### src/rtl/audio_dac_i2s_serializer_pkg.sv
// Shared types for the I2S DAC serializer: FSM state encoding and the stereo
// sample pair that is stored in the FIFO.
package audio_pkg;

  localparam int SAMPLE_W_DEF = 16;

  typedef enum logic [1:0] {
    ALIGN = 2'd0,
    LEFT  = 2'd1,
    RIGHT = 2'd2
  } i2s_state_t;

  typedef struct packed {
    logic [SAMPLE_W_DEF-1:0] l;
    logic [SAMPLE_W_DEF-1:0] r;
  } sample_pair_t;

endpackage

### src/rtl/audio_dac_i2s_serializer_if.sv
// Upstream valid/ready stream carrying one stereo PCM pair per transfer.
interface audio_dac_i2s_serializer_if #(
  parameter int SAMPLE_W = 16
);

  logic                valid;
  logic                ready;
  logic [SAMPLE_W-1:0] left;
  logic [SAMPLE_W-1:0] right;

  modport master (output valid, output left, output right, input ready);
  modport slave  (input valid, input left, input right, output ready);

endinterface

### src/rtl/audio_dac_i2s_serializer_fifo.sv
// Synchronous first-word-fall-through FIFO of stereo pairs; a full FIFO
// refuses pushes even when a pop happens in the same cycle.
module audio_pair_fifo
  import audio_pkg::*;
#(
  parameter type T     = sample_pair_t,
  parameter int  DEPTH = 16
) (
  input  logic                   clk,
  input  logic                   rst_n,
  input  logic                   push,
  input  logic                   pop,
  input  T                       din,
  output T                       dout,
  output logic                   full,
  output logic                   empty,
  output logic [$clog2(DEPTH):0] level
);

  localparam int AW = $clog2(DEPTH);
  localparam int LW = AW + 1;

  T               mem_q [DEPTH];
  logic [AW-1:0]  wr_ptr_q, wr_ptr_d;
  logic [AW-1:0]  rd_ptr_q, rd_ptr_d;
  logic [LW-1:0]  level_q, level_d;
  logic           push_s, pop_s;

  assign full   = (level_q == LW'(DEPTH));
  assign empty  = (level_q == LW'(0));
  assign push_s = push & ~full;
  assign pop_s  = pop & ~empty;
  assign dout   = mem_q[rd_ptr_q];
  assign level  = level_q;

  always_comb begin
    wr_ptr_d = wr_ptr_q;
    rd_ptr_d = rd_ptr_q;
    level_d  = level_q;
    if (push_s) begin
      wr_ptr_d = wr_ptr_q + AW'(1);
    end else begin
      wr_ptr_d = wr_ptr_q;
    end
    if (pop_s) begin
      rd_ptr_d = rd_ptr_q + AW'(1);
    end else begin
      rd_ptr_d = rd_ptr_q;
    end
    case ({push_s, pop_s})
      2'b10:   level_d = level_q + LW'(1);
      2'b01:   level_d = level_q - LW'(1);
      default: level_d = level_q;
    endcase
  end

  always_ff @(posedge clk or negedge rst_n) begin
    if (!rst_n) begin
      wr_ptr_q <= AW'(0);
      rd_ptr_q <= AW'(0);
      level_q  <= LW'(0);
    end else begin
      wr_ptr_q <= wr_ptr_d;
      rd_ptr_q <= rd_ptr_d;
      level_q  <= level_d;
    end
  end

  // Storage carries no reset; pointers and level alone define validity.
  always_ff @(posedge clk) begin
    if (push_s) begin
      mem_q[wr_ptr_q] <= din;
    end
  end

endmodule

### src/rtl/audio_dac_i2s_serializer.sv
// I2S serializer for a codec-mastered DAC: buffers stereo pairs and shifts them
// out MSB first on DACDAT one bit clock after each LR clock boundary.
module audio_dac_i2s_serializer
  import audio_pkg::*;
#(
  parameter int SAMPLE_W    = SAMPLE_W_DEF,
  parameter int FIFO_DEPTH  = 16,
  parameter int SYNC_STAGES = 2
) (
  input  logic                          clk_clk,
  input  logic                          reset_reset_n,
  audio_dac_i2s_serializer_if.slave     s,
  input  logic                          audio_0_external_interface_BCLK,
  input  logic                          audio_0_external_interface_DACLRCK,
  output logic                          audio_0_external_interface_DACDAT,
  output logic [$clog2(FIFO_DEPTH):0]   fifo_level,
  output logic                          underrun
);

  localparam int CW = $clog2(SAMPLE_W + 1);

  typedef struct packed {
    logic [SAMPLE_W-1:0] l;
    logic [SAMPLE_W-1:0] r;
  } pair_t;

  logic [SYNC_STAGES-1:0] bclk_sync_q, lrck_sync_q;
  logic                   bclk_s, lrck_s;
  logic                   bclk_prev_q;
  logic                   rise_ev_s, fall_ev_s;
  logic                   rise_dly_q, rise_dly_d;
  logic                   lr_cur_q, lr_cur_d, lr_prev_q, lr_prev_d;
  logic                   boundary_s, left_start_s, right_start_s;

  i2s_state_t             state_q, state_d;
  logic [SAMPLE_W-1:0]    sh_q, sh_d, hold_q, hold_d;
  logic [CW-1:0]          bitcnt_q, bitcnt_d;
  logic                   word_act_q, word_act_d;
  logic                   dacdat_q, dacdat_d;
  logic                   underrun_q, underrun_d;

  pair_t                  fifo_din_s, fifo_dout_s;
  logic                   fifo_push_s, fifo_full_s, fifo_empty_s;

  assign fifo_din_s  = {s.left, s.right};
  assign s.ready     = ~fifo_full_s;
  assign fifo_push_s = s.valid & ~fifo_full_s;

  audio_pair_fifo #(
    .T     (pair_t),
    .DEPTH (FIFO_DEPTH)
  ) u_fifo (
    .clk   (clk_clk),
    .rst_n (reset_reset_n),
    .push  (fifo_push_s),
    .pop   (left_start_s),
    .din   (fifo_din_s),
    .dout  (fifo_dout_s),
    .full  (fifo_full_s),
    .empty (fifo_empty_s),
    .level (fifo_level)
  );

  // Both codec clocks go through identical chains so their relative phase survives.
  always_ff @(posedge clk_clk or negedge reset_reset_n) begin
    if (!reset_reset_n) begin
      bclk_sync_q <= {SYNC_STAGES{1'b0}};
      lrck_sync_q <= {SYNC_STAGES{1'b0}};
      bclk_prev_q <= 1'b0;
    end else begin
      bclk_sync_q <= {bclk_sync_q[SYNC_STAGES-2:0], audio_0_external_interface_BCLK};
      lrck_sync_q <= {lrck_sync_q[SYNC_STAGES-2:0], audio_0_external_interface_DACLRCK};
      bclk_prev_q <= bclk_s;
    end
  end

  assign bclk_s    = bclk_sync_q[SYNC_STAGES-1];
  assign lrck_s    = lrck_sync_q[SYNC_STAGES-1];
  assign rise_ev_s = bclk_s & ~bclk_prev_q;
  assign fall_ev_s = ~bclk_s & bclk_prev_q;

  // A boundary is judged the cycle after the rise that captured the new LR level.
  assign boundary_s    = rise_dly_q & (lr_cur_q != lr_prev_q);
  assign left_start_s  = boundary_s & ~lr_cur_q;
  assign right_start_s = boundary_s & lr_cur_q;

  always_comb begin
    rise_dly_d = rise_ev_s;
    if (rise_ev_s) begin
      lr_cur_d  = lrck_s;
      lr_prev_d = lr_cur_q;
    end else begin
      lr_cur_d  = lr_cur_q;
      lr_prev_d = lr_prev_q;
    end
  end

  always_comb begin
    state_d    = state_q;
    sh_d       = sh_q;
    hold_d     = hold_q;
    bitcnt_d   = bitcnt_q;
    word_act_d = word_act_q;
    dacdat_d   = dacdat_q;
    underrun_d = 1'b0;

    case (state_q)
      ALIGN: begin
        if (left_start_s) state_d = LEFT;
        else              state_d = ALIGN;
      end
      LEFT: begin
        if (right_start_s) state_d = RIGHT;
        else               state_d = LEFT;
      end
      RIGHT: begin
        if (left_start_s) state_d = LEFT;
        else              state_d = RIGHT;
      end
      default: state_d = ALIGN;
    endcase

    // A new start always wins over any bits left from a short slot.
    if (left_start_s) begin
      bitcnt_d   = CW'(SAMPLE_W);
      word_act_d = 1'b1;
      if (!fifo_empty_s) begin
        sh_d   = fifo_dout_s.l;
        hold_d = fifo_dout_s.r;
      end else begin
        sh_d       = {SAMPLE_W{1'b0}};
        hold_d     = {SAMPLE_W{1'b0}};
        underrun_d = 1'b1;
      end
    end else if (right_start_s && (state_q != ALIGN)) begin
      sh_d       = hold_q;
      bitcnt_d   = CW'(SAMPLE_W);
      word_act_d = 1'b1;
    end else if (fall_ev_s) begin
      if (word_act_q && (state_q != ALIGN)) begin
        dacdat_d   = sh_q[SAMPLE_W-1];
        sh_d       = {sh_q[SAMPLE_W-2:0], 1'b0};
        bitcnt_d   = bitcnt_q - CW'(1);
        word_act_d = (bitcnt_q != CW'(1));
      end else begin
        dacdat_d = 1'b0;
      end
    end else begin
      dacdat_d = dacdat_q;
    end
  end

  always_ff @(posedge clk_clk or negedge reset_reset_n) begin
    if (!reset_reset_n) begin
      rise_dly_q <= 1'b0;
      lr_cur_q   <= 1'b0;
      lr_prev_q  <= 1'b0;
      state_q    <= ALIGN;
      sh_q       <= {SAMPLE_W{1'b0}};
      hold_q     <= {SAMPLE_W{1'b0}};
      bitcnt_q   <= CW'(0);
      word_act_q <= 1'b0;
      dacdat_q   <= 1'b0;
      underrun_q <= 1'b0;
    end else begin
      rise_dly_q <= rise_dly_d;
      lr_cur_q   <= lr_cur_d;
      lr_prev_q  <= lr_prev_d;
      state_q    <= state_d;
      sh_q       <= sh_d;
      hold_q     <= hold_d;
      bitcnt_q   <= bitcnt_d;
      word_act_q <= word_act_d;
      dacdat_q   <= dacdat_d;
      underrun_q <= underrun_d;
    end
  end

  assign audio_0_external_interface_DACDAT = dacdat_q;
  assign underrun                          = underrun_q;

endmodule
### src/flat_wrapper.sv
// flat-port wrapper written by rule: the top's interface ports become plain ports
module audio_dac_i2s_serializer_flat import audio_pkg::*;
#(
  parameter int SAMPLE_W    = SAMPLE_W_DEF,
  parameter int FIFO_DEPTH  = 16,
  parameter int SYNC_STAGES = 2
)
  (clk_clk, reset_reset_n, audio_0_external_interface_BCLK, audio_0_external_interface_DACLRCK, audio_0_external_interface_DACDAT, fifo_level, underrun, s_valid, s_left, s_right, s_ready);
  audio_dac_i2s_serializer_if #(.SAMPLE_W(SAMPLE_W)) s_i ();
  input  logic clk_clk;
  input  logic reset_reset_n;
  input  logic audio_0_external_interface_BCLK;
  input  logic audio_0_external_interface_DACLRCK;
  output logic audio_0_external_interface_DACDAT;
  output logic [$clog2(FIFO_DEPTH):0] fifo_level;
  output logic underrun;
  input wire logic [$bits(s_i.valid)-1:0] s_valid;
  input wire logic [$bits(s_i.left)-1:0] s_left;
  input wire logic [$bits(s_i.right)-1:0] s_right;
  output wire logic [$bits(s_i.ready)-1:0] s_ready;
  assign s_i.valid = s_valid;
  assign s_i.left = s_left;
  assign s_i.right = s_right;
  assign s_ready = s_i.ready;
  audio_dac_i2s_serializer #(.SAMPLE_W(SAMPLE_W), .FIFO_DEPTH(FIFO_DEPTH), .SYNC_STAGES(SYNC_STAGES)) u_core (.clk_clk(clk_clk), .reset_reset_n(reset_reset_n), .s(s_i), .audio_0_external_interface_BCLK(audio_0_external_interface_BCLK), .audio_0_external_interface_DACLRCK(audio_0_external_interface_DACLRCK), .audio_0_external_interface_DACDAT(audio_0_external_interface_DACDAT), .fifo_level(fifo_level), .underrun(underrun));
endmodule
### config.mk
export PLATFORM = sky130hd
export DESIGN_NAME = audio_dac_i2s_serializer_flat
export DESIGN_NICKNAME = d
export VERILOG_FILES = /design/src/rtl/audio_dac_i2s_serializer_pkg.sv /design/src/rtl/audio_dac_i2s_serializer_if.sv /design/src/rtl/audio_dac_i2s_serializer_fifo.sv /design/src/rtl/audio_dac_i2s_serializer.sv /design/src/flat_wrapper.sv
export SDC_FILE = /design/constraint.sdc
export NUM_CORES = 1
export LEC_CHECK = 0
export CAP_MARGIN = 20
export CORE_ASPECT_RATIO = 2
export CORE_MARGIN = 5
export CORE_UTILIZATION = 40
export CTS_CLUSTER_DIAMETER = 100
export CTS_CLUSTER_SIZE = 10
export DETAILED_ROUTE_END_ITERATION = 7
export SYNTH_ARGS = -nofsm -noshare
export SYNTH_HDL_FRONTEND = slang
export SYNTH_SLANG_ARGS = --single-unit
### constraint.sdc
create_clock -name clk_clk -period 6 [get_ports clk_clk]
set_clock_uncertainty 0.05 [all_clocks]
set_input_delay 1.2 -clock clk_clk [delete_from_list [all_inputs] [get_ports clk_clk]]
set_output_delay 1.2 -clock clk_clk [all_outputs]
set_load 0.05 [all_outputs]
==> results of run 1 <==
## worst max-delay path by stage
stage | end | slack (ns) | depth (start not counted)
after floorplan | u_core.u_fifo.mem_q[3][0]$_DFFE_PP_ | 1.23 | 7
after global placement | u_core.u_fifo.mem_q[7][9]$_DFFE_PP_ | 2.14 | 4
after detailed placement | u_core.u_fifo.mem_q[4][23]$_DFFE_PP_ | 2.17 | 4
after CTS | u_core.u_fifo.level[4]$_DFFE_PN0P_ | 2.60 | 12
after global routing | u_core.u_fifo.level[4]$_DFFE_PN0P_ | 2.32 | 12
final | u_core.u_fifo.level[4]$_DFFE_PN0P_ | 2.59 | 12
## stage by stage
stage	utilization, %	cell area (um^2)
3_3_place_gp	42.6	23500
6_report	46.4	25600
3_5_place_dp	42.9	23700
5_1_grt	46.4	25600
4_1_cts	46.3	25600
2_1_floorplan	-	22300
## power by group through the flow
stage / clock network (uW) / registers [uW] / logic, uW
floorplan: 0 / 5180 / 1970
global placement: 0 / 5340 / 2670
detailed placement: 0 / 5360 / 2730
CTS: 3640 / 5280 / 2740
global route: 3810 / 5330 / 2890
finish: 3570 / 5270 / 2680
## layout by cell type, fill, tap and decap left out, drive strengths merged, types with 2 or more instances in the layout
cell type	instances
a211oi	17
a21oi	33
a22o	17
a22oi	33
a31oi	3
and2	3
buf	27
clkbuf	91
clkdlybuf4s50	43
dfrtp	63
edfxtp	512
ha	11
inv	14
mux2	3
mux2i	17
mux4	128
nand2	53
nand2b	3
nand3	2
nand4	2
nor2	40
nor2b	24
nor3	5
o211ai	2
o21ai	5
o21bai	2
o221ai	15
xnor2	9
xor2	7
## final cells by class
cell class	instances	area, um^2
Fill cell	4641	29600
Sequential cell	575	17000
Multi-Input combinational cell	443	5040
Clock buffer	91	1790
Tap cell	744	931
Timing Repair Buffer	70	803
Clock inverter	7	67.6
Inverter	9	33.8
## per-layer routing
| layer | track usage, % | routed length, um | up-vias |
|---|---|---|---|
| met3 | 2.41 | 1800 | 56 |
| met4 | 4.36 | 756 | 0 |
| met1 | 20.7 | 19300 | 5628 |
| met5 | 0 | 0 | - |
| met2 | 28.7 | 26100 | 240 |
| li1 | - | - | 4590 |
## sequential cells by signal, indices dropped and copies added, names as in the netlist
register and flops:
u_core.state_q 2, u_core.rise_dly_q 1, u_core.bclk_sync_q 2, u_core.hold_q 16, u_core.u_fifo.level 5, u_core.word_act_q 1
u_core.lr_prev_q 1, u_core.u_fifo.rd_ptr_q 4, u_core.bitcnt_q 5, u_core.sh_q 16, u_core.audio_0_external_interface_DACDAT 1, u_core.bclk_prev_q 1
u_core.u_fifo.mem_q 512, u_core.u_fifo.wr_ptr_q 4, u_core.lrck_sync_q 2, u_core.lr_cur_q 1, u_core.underrun 1
## worst max-delay path, delay by kind of cell, from the launching register on
family / cells / cell delay, ns
AOI/OAI and AO/OA: 2 / 0.28
xor gates and xnor gates: 2 / 0.33
adders and majority gates: 2 / 0.65
buffers and inverters: 1 / 0.25
DFF: 1 / 0.43
and+or+nand+nor: 5 / 1.26
## cells by family after synthesis
logic type / synth area share (%)
AOI/OAI and AO/OA: 4.24
muxes: 13.9
buffers and inverters: 1.70
xor gates and xnor gates: 0.630
DFF: 76.2
and+or+nand+nor: 2.77
adders and majority gates: 0.618
==> metrics.cfg, run 1 <==
[outcome]
outcome=finished clean

[critical_path]
r2r-start=u_core.lr_cur_q$_DFFE_PN0P_
worstPathCellList=nor2b_1 -> nand2_1 -> buf_4 -> nor2_4 -> ha_1 -> xor2_1 -> ha_1 -> nor2b_1 -> o21ai_0 -> a31oi_1 -> nor2_1 -> xor2_1
r2r-end=u_core.u_fifo.level[4]$_DFFE_PN0P_
crit_type=flip-flop to flip-flop
crit_start=u_core.lr_cur_q$_DFFE_PN0P_
worst-endpoint-required_ns=6.42
startpoint_type=flip-flop
slowest_delay_ns=0.74
end_kind=flip-flop
slowest_stage=nor2_4
crit_fanout=38
worstPathArrival_ns=3.82
reg2reg_depth=12
reg2reg_slack_ns=2.59

[placed_design]
pre_cts_slack_ns=2.17
io_buffer_count=44
place_inst=1839
place_congestion=0.765
dp_hpwl_mm=29.6

[clocking]
root_buffer=clkbuf_16
cts.clk_slew.worst_paths_ns=0.06
htree_levels=3
cts_buffers=67
cts_tree=done
ctsHoldBuffers=0
clock_latency_ns=0.58
clk_path_buf_depth=3
cts_resized=0
post_cts_buffers=0
clock-sinks=575

[hold_path]
hold_depth=0
hold_class=flip-flop to flip-flop
min_to=u_core.lrck_sync_q[1]$_DFF_PN0_
hold_start=u_core.lrck_sync_q[0]$_DFF_PN0_

[yosys]
ys.warnings.count=0
synth_common_cells=edfxtp_1, mux4_2, dfrtp_1
syn_avg_cell_area_um2=20.5
async_flop_share_pct=11.0
synth_edf_count=512
synthTopCellsByArea=edfxtp_1, mux4_2, dfrtp_1
synth_top_area_cell=edfxtp_1
synth.most_common_cell=edfxtp_1
ys_seq_area_share_pct=76.2
syn_area_mm2=0.0223
synth_seq_cells=575
ys.flop_type=edfxtp_1
synth_cells=1088
ys_types=43
synth_nets=1136
yosys.area.top_type_share_pct=69.1

[finish]
final_cells=1939
num_antenna_cells=0
nets=1214
area_delta_synth_final_pct=15.1
drive_gt1_share_pct=21.4

[floorplan]
core_mm2=0.0553
io_pins=45
start_util_pct=40.3
die_height_um=344
fp.dieW_um=177
die_area_mm2=0.0607
row_count=122

[timing]
finalCritPeriodShare_pct=56.8
finalHoldViolations=0
slew_violations=0
setup_ws_ns=2.59
setup_tns_ns=0
slew_headroom_pct=26.8
whs_ns=0.311
period_needed_ns=3.41
fmax_ghz=0.294
worstMarginPinSlew_ns=1.10
rsz0062_at_grt=false
finalSetupViolations=0

[power]
p_switching_uw=3330
seqPwrFrac_pct=45.7
sw_frac_of_total_pct=28.9
power_leakage_uw=0.00814
power_uw=11500
p_int_uw=8180
p_comb_share_pct=23.2
clock_power_share_pct=31.0
power_density_mw_per_mm2=449
peakVddDrop_mv=0.220

[global_routing]
antenna_found_initial=0
grt_pass1_wl_mm=73.3
first_global_vias=11286
grt-ovfl-total=0
track_usage_pct=16.1
grt_start_max_net_pins=64

[flow_run]
drv_cap=0

[routing]
vias=10514
first_pass_iters=4
first_iter_violations=732
wl_per_cell_um=24.7
final_antenna_net_count=0
route.detailed.drc=0
finalWirelength_mm=47.9
via_per_inst=5.42

Note: power is estimated with default switching activity, not from simulation.
==> inputs of run 2 (changes only) <==
==> constraint.sdc (replaced) <==
create_clock -name clk_clk -period 3.23 [get_ports clk_clk]
set_clock_uncertainty 0.05 [all_clocks]
set_input_delay 0.646 -clock clk_clk [delete_from_list [all_inputs] [get_ports clk_clk]]
set_output_delay 0.646 -clock clk_clk [all_outputs]
set_load 0.05 [all_outputs]
==> run 2 against run 1 <==
  * Die area is the same
  * Fmax up 22%
  * Sequential share of layout area shrank 0.74 points
  * Critical path type unchanged
==> metrics.cfg, run 2 (synthesized netlist as in run 1, its figures left out) <==
[outcome]
outcome=finished clean

[power]
p_comb_share_pct=24.7  ; +1.5 points
power_uw=21500  ; +87%
power_density_mw_per_mm2=831  ; +85%
p_switching_uw=6100  ; +83%
p_int_uw=15400  ; +89%
power_leakage_uw=0.00832  ; +2.2%
peakVddDrop_mv=0.492  ; +120%
clock_power_share_pct=30.5  ; -0.5 points
sw_frac_of_total_pct=28.3  ; -0.62 points
seqPwrFrac_pct=44.8  ; -0.9 points

[clocking]
cts_tree=done
cts_buffers=67  ; unchanged
clk_path_buf_depth=3  ; unchanged
htree_levels=3  ; unchanged
cts.clk_slew.worst_paths_ns=0.06  ; about the same
clock-sinks=575  ; unchanged
post_cts_buffers=0  ; unchanged
ctsHoldBuffers=0  ; unchanged
root_buffer=clkbuf_16
cts_resized=0  ; unchanged
clock_latency_ns=0.59  ; about the same

[critical_path]
worstPathCellList=or4_1 -> nor2_1 -> nor2_4 -> ha_1 -> xor2_1 -> ha_1 -> o211ai_1 -> a21oi_1 -> a31oi_1 -> nor2_1 -> xor2_1
worstPathArrival_ns=3.20  ; -0.62 ns
crit_buf_inv=0  ; -1
crit_start=u_core.u_fifo.level[2]$_DFFE_PN0P_
end_kind=flip-flop
reg2reg_slack_ns=0.44  ; -2.15 ns
worst-endpoint-required_ns=3.64  ; -2.78 ns
r2r-start=u_core.u_fifo.level[2]$_DFFE_PN0P_
startpoint_type=flip-flop
reg2reg_depth=11  ; -1
path_delay_family=simple AND/OR/NAND/NOR gates
r2r-end=u_core.u_fifo.level[4]$_DFFE_PN0P_
crit_fanout=8  ; -79%
crit_type=flip-flop to flip-flop
slowest_stage=or4_1
slowest_delay_ns=0.57  ; -0.17 ns

[routing]
first_iter_violations=803  ; +9.7%
finalWirelength_mm=48.9  ; +2.1%
first_pass_iters=5  ; +1
via_per_inst=5.41  ; -0.18%
route.detailed.drc=0  ; unchanged
vias=10663  ; +1.4%
final_antenna_net_count=0  ; unchanged
wl_per_cell_um=24.8  ; +0.45%

[hold_path]
hold_class=input port to async pin

[global_routing]
grt-ovfl-total=0  ; unchanged
track_usage_pct=16.6  ; +0.43 points
antenna_found_initial=1  ; +1
grt_pass1_wl_mm=74.6  ; +1.8%
first_global_vias=11601  ; +2.8%
grt_start_max_net_pins=50  ; -22%

[timing]
slew_violations=0  ; unchanged
finalHoldViolations=0  ; unchanged
finalSetupViolations=0  ; unchanged
slew_headroom_pct=41.5  ; +15 points
fmax_ghz=0.358  ; +22%
finalCritPeriodShare_pct=86.4  ; +30 points
rsz0062_at_grt=false
setup_ws_ns=0.440  ; -2.15 ns
period_needed_ns=2.79  ; -0.615 ns
worstMarginPinSlew_ns=0.877  ; -0.218 ns
setup_tns_ns=0  ; unchanged

[placed_design]
place_congestion=0.779  ; +1.9%
pre_cts_slack_ns=0.373  ; -1.80 ns
dp_hpwl_mm=31.2  ; +5.3%
io_buffer_count=44  ; unchanged

[finish]
regMostFlops=u_core.u_fifo.mem_q
drive_gt1_share_pct=23.6  ; +2.1 points
nets=1245  ; +2.6%
num_antenna_cells=0  ; unchanged
final_cell_mix=edfxtp_1, mux4_2, clkbuf_16
final_common_cell=edfxtp_1
top_regs=u_core.u_fifo.mem_q x512, u_core.hold_q x16, u_core.sh_q x16
area_delta_synth_final_pct=16.5
largest_register_ffs=512  ; unchanged

[floorplan]
core_mm2=0.0553  ; unchanged
start_util_pct=40.3  ; unchanged
io_pins=45  ; unchanged
row_count=122  ; unchanged
die_height_um=344  ; unchanged
fp.dieW_um=177  ; unchanged
die_area_mm2=0.0607  ; unchanged

[flow_run]
drv_cap=0  ; unchanged

==> run 2: cell types whose count changed in the layout (fill, tap and decap cells not counted), moves of 3 or more <==
cell | previous run | this run
nor3_2 | 4 | 0
buf_16 | 3 | 0
buf_4 | 14 | 41
buf_12 | 9 | 16
nor3_4 | 0 | 4
==> run 2: metal layers <==
layer	GRT usage, %	share of wire, %
met4	5.49	2.7
met3	2.50	3.2
met1	19.3	38
met2	31.0	56
met5	0	0.029
==> run 2: worst max path at each step <==
stage | endpoint | slack (ns) | cells past startpoint
floorplan | u_core.u_fifo.level[4]$_DFFE_PN0P_ | 0.07 | 15
global placement | u_core.u_fifo.level[4]$_DFFE_PN0P_ | 0.37 | 11
detailed placement | u_core.u_fifo.level[4]$_DFFE_PN0P_ | 0.37 | 11
CTS | s_ready | 0.41 | 3
global route | u_core.u_fifo.level[4]$_DFFE_PN0P_ | 0.34 | 11
finish | u_core.u_fifo.level[4]$_DFFE_PN0P_ | 0.44 | 11
==> run 2: cell type report <==
type                    count  area (um^2)
clock inverters             7         67.6
well taps                 744          931
fillers                  4693        29300
repair buffers            101         1060
inverters                   9         33.8
clock buffers              91         1790
flip-flops and latches    575        17000
multi-input cells         443         5070
==> run 2: power groups by stage <==
stage	sequential [uW]	clock (uW)	combinational [uW]
2_1_floorplan	9610	0	3740
3_3_place_gp	9750	0	5390
3_5_place_dp	9790	0	5440
4_1_cts	9650	6730	5450
5_1_grt	9730	7040	5770
6_report	9640	6560	5320
==> run 2: through the flow <==
| stage | hold slack, ns | utilization [%] | cells | instance area [um^2] |
|---|---|---|---|---|
| detailed placement | 0.302 | 43.5 | 1872 | 24100 |
| CTS | 0.130 | 46.9 | 1970 | 25900 |
| floorplan | 0.281 | - | 1088 | 22300 |
| global route | 0.185 | 46.9 | 1970 | 25900 |
| finish | 0.130 | 46.9 | 1970 | 25900 |
| global placement | 0.307 | 43.5 | 1872 | 24100 |
==> inputs of run 3 (changes only) <==
--- a/config.mk
+++ b/config.mk
@@ -9,7 +9,7 @@
 export CORE_ASPECT_RATIO = 2
 export CORE_MARGIN = 5
 export CORE_UTILIZATION = 40
-export CTS_CLUSTER_DIAMETER = 100
+export CTS_CLUSTER_DIAMETER = 60
 export CTS_CLUSTER_SIZE = 10
 export DETAILED_ROUTE_END_ITERATION = 7
 export SYNTH_ARGS = -nofsm -noshare
==> run 3 against run 2 <==
  * Global-route usage about the same
  * Critical path depth unchanged
  * Flip-flop and latch count unchanged
  * Combinational power about the same
  * Core utilization increased by 0.093 points
  * Setup slack improved by 0.0073 ns
  * Clock-buffer cell count increased by 1
  * Register-to-register slack about the same
  * Die area unchanged
  * First-iteration DRC count decreased by 2.1%
  * Sequential power about the same
  * Clock power increased by 2%
  * Critical endpoint unchanged
  * Largest power group unchanged
==> metrics.cfg, run 3 (synthesized netlist as in run 1, its figures left out) <==
[routing]
first_iter_violations=786  ; -2.1%
wl_per_cell_um=24.9  ; +0.13%
via_per_inst=5.42  ; +0.10%
route.detailed.drc=0  ; unchanged
first_pass_iters=5  ; unchanged
vias=10652  ; -0.10%
final_antenna_net_count=0  ; unchanged
finalWirelength_mm=48.9  ; about the same

[finish]
largest_register_ffs=512  ; unchanged
drive_gt1_share_pct=23.6  ; about the same
area_delta_synth_final_pct=16.7
regMostFlops=u_core.u_fifo.mem_q
finish.utilization_pct=47.0  ; +0.093 points
num_antenna_cells=0  ; unchanged
final_cells=1966  ; -0.20%
top_regs=u_core.u_fifo.mem_q x512, u_core.hold_q x16, u_core.sh_q x16
nets=1245  ; unchanged
final_cell_mix=edfxtp_1, mux4_2, clkbuf_16
final_common_cell=edfxtp_1

[critical_path]
startpoint_type=flip-flop
r2r-start=u_core.u_fifo.level[2]$_DFFE_PN0P_
crit_fanout=8  ; unchanged
r2r-end=u_core.u_fifo.level[4]$_DFFE_PN0P_
reg2reg_depth=11  ; unchanged
worst-endpoint-required_ns=3.63  ; about the same
path_delay_family=simple AND/OR/NAND/NOR gates
crit_type=flip-flop to flip-flop
slowest_stage=or4_1
end_kind=flip-flop
worstPathCellList=or4_1 -> nor2_1 -> nor2_4 -> ha_1 -> xor2_1 -> ha_1 -> o211ai_1 -> a21oi_1 -> a31oi_1 -> nor2_1 -> xor2_1
worstPathArrival_ns=3.19  ; about the same
crit_buf_inv=0  ; unchanged
reg2reg_slack_ns=0.45  ; about the same
slowest_delay_ns=0.57  ; about the same

[power]
p_int_uw=15600  ; +1.3%
peakVddDrop_mv=0.492  ; about the same
power_leakage_uw=0.00835  ; +0.39%
p_switching_uw=6040  ; -0.94%
seqPwrFrac_pct=44.5  ; -0.3 points
power_density_mw_per_mm2=834  ; +0.44%
p_comb_share_pct=24.6  ; about the same
sw_frac_of_total_pct=27.9  ; -0.44 points
clock_power_share_pct=30.9  ; +0.4 points

[timing]
finalSetupViolations=0  ; unchanged
finalCritPeriodShare_pct=86.1  ; -0.23 points
slew_violations=0  ; unchanged
finalHoldViolations=0  ; unchanged
slew_headroom_pct=41.1  ; -0.36 points
whs_ns=0.133  ; +0.00324 ns
setup_tns_ns=0  ; unchanged
fmax_ghz=0.359  ; +0.26%
worstMarginPinSlew_ns=0.883  ; +0.00539 ns
period_needed_ns=2.78  ; -0.00735 ns
rsz0062_at_grt=false

[global_routing]
grt-ovfl-total=0  ; unchanged
grt_pass1_wl_mm=74.5  ; -0.16%
grt_start_max_net_pins=50  ; unchanged
first_global_vias=11587  ; -0.12%
antenna_found_initial=1  ; unchanged
track_usage_pct=16.6  ; about the same

[clocking]
post_cts_buffers=0  ; unchanged
clock_latency_ns=0.58  ; about the same
root_buffer=clkbuf_16
cts_resized=0  ; unchanged
htree_levels=3  ; unchanged
cts.clk_slew.worst_paths_ns=0.06  ; about the same
ctsHoldBuffers=0  ; unchanged
clk_path_buf_depth=3  ; unchanged
cts_tree=done
cts_buffers=67  ; unchanged
clock-sinks=575  ; unchanged

[floorplan]
io_pins=45  ; unchanged
row_count=122  ; unchanged
core_mm2=0.0553  ; unchanged
die_height_um=344  ; unchanged
start_util_pct=40.3  ; unchanged
fp.dieW_um=177  ; unchanged
die_area_mm2=0.0607  ; unchanged

[placed_design]
io_buffer_count=44  ; unchanged
place_inst=1872  ; unchanged
place_congestion=0.779  ; unchanged
dp_hpwl_mm=31.2  ; unchanged

[hold_path]
hold_class=input port to async pin

[outcome]
outcome=finished clean

[flow_run]
drv_cap=0  ; unchanged

run 3: cell count changes in the layout (fill, tap and decap cells not counted):
| cell | delta |
|---|---|
| clkinv_2 | +1 |
| inv_6 | -5 |
| clkbuf_16 | +5 |
| clkinvlp_4 | -1 |
| clkbuf_1 | -4 |
| clkinv_1 | +1 |
| clkinv_8 | -1 |
run 3: final cells by class:
class                   instances  area, um^2
multi-input cells             443        5070
repair buffers                101        1060
inverters                       9        33.8
flip-flops and latches        575       17000
well taps                     744         931
fillers                      4689       29300
clock buffers                  92        1900
clock inverters                 2        8.76
run 3: how the worst max path moves through the flow:
stage                                        from                                  to  cells past startpoint
3_5_place_dp                              s_valid  u_core.u_fifo.level[4]$_DFFE_PN0P_                     11
3_3_place_gp                              s_valid  u_core.u_fifo.level[4]$_DFFE_PN0P_                     11
6_report       u_core.u_fifo.level[2]$_DFFE_PN0P_  u_core.u_fifo.level[4]$_DFFE_PN0P_                     11
2_1_floorplan  u_core.u_fifo.level[1]$_DFFE_PN0P_  u_core.u_fifo.level[4]$_DFFE_PN0P_                     15
4_1_cts        u_core.u_fifo.level[2]$_DFFE_PN0P_                             s_ready                      3
5_1_grt        u_core.u_fifo.level[2]$_DFFE_PN0P_  u_core.u_fifo.level[4]$_DFFE_PN0P_                     11
run 3: per-layer routing:
layer / vias to the layer above / wire, um / GRT usage, %
li1: 4653 / - / -
met1: 5714 / 18500 / 19.3
met2: 229 / 27800 / 31.2
met3: 54 / 1490 / 2.64
met4: 2 / 1070 / 4.82
met5: - / 11 / 0
run 3: power groups by stage:
stage	registers [uW]	logic, uW	clock network [uW]
6_report	9640	5320	6700
5_1_grt	9730	5760	7170
3_5_place_dp	9790	5440	0
2_1_floorplan	9610	3740	0
3_3_place_gp	9750	5390	0
4_1_cts	9650	5450	6850
run 3: metrics by stage:
stage               power, uW  setup slack, ns  area, um^2
finish                  21700            0.447       26000
global route            22700            0.341       26000
CTS                     22000            0.416       26000
detailed placement      15200            0.373       24100
global placement        15100            0.375       24100
floorplan               13300           0.0722       22300
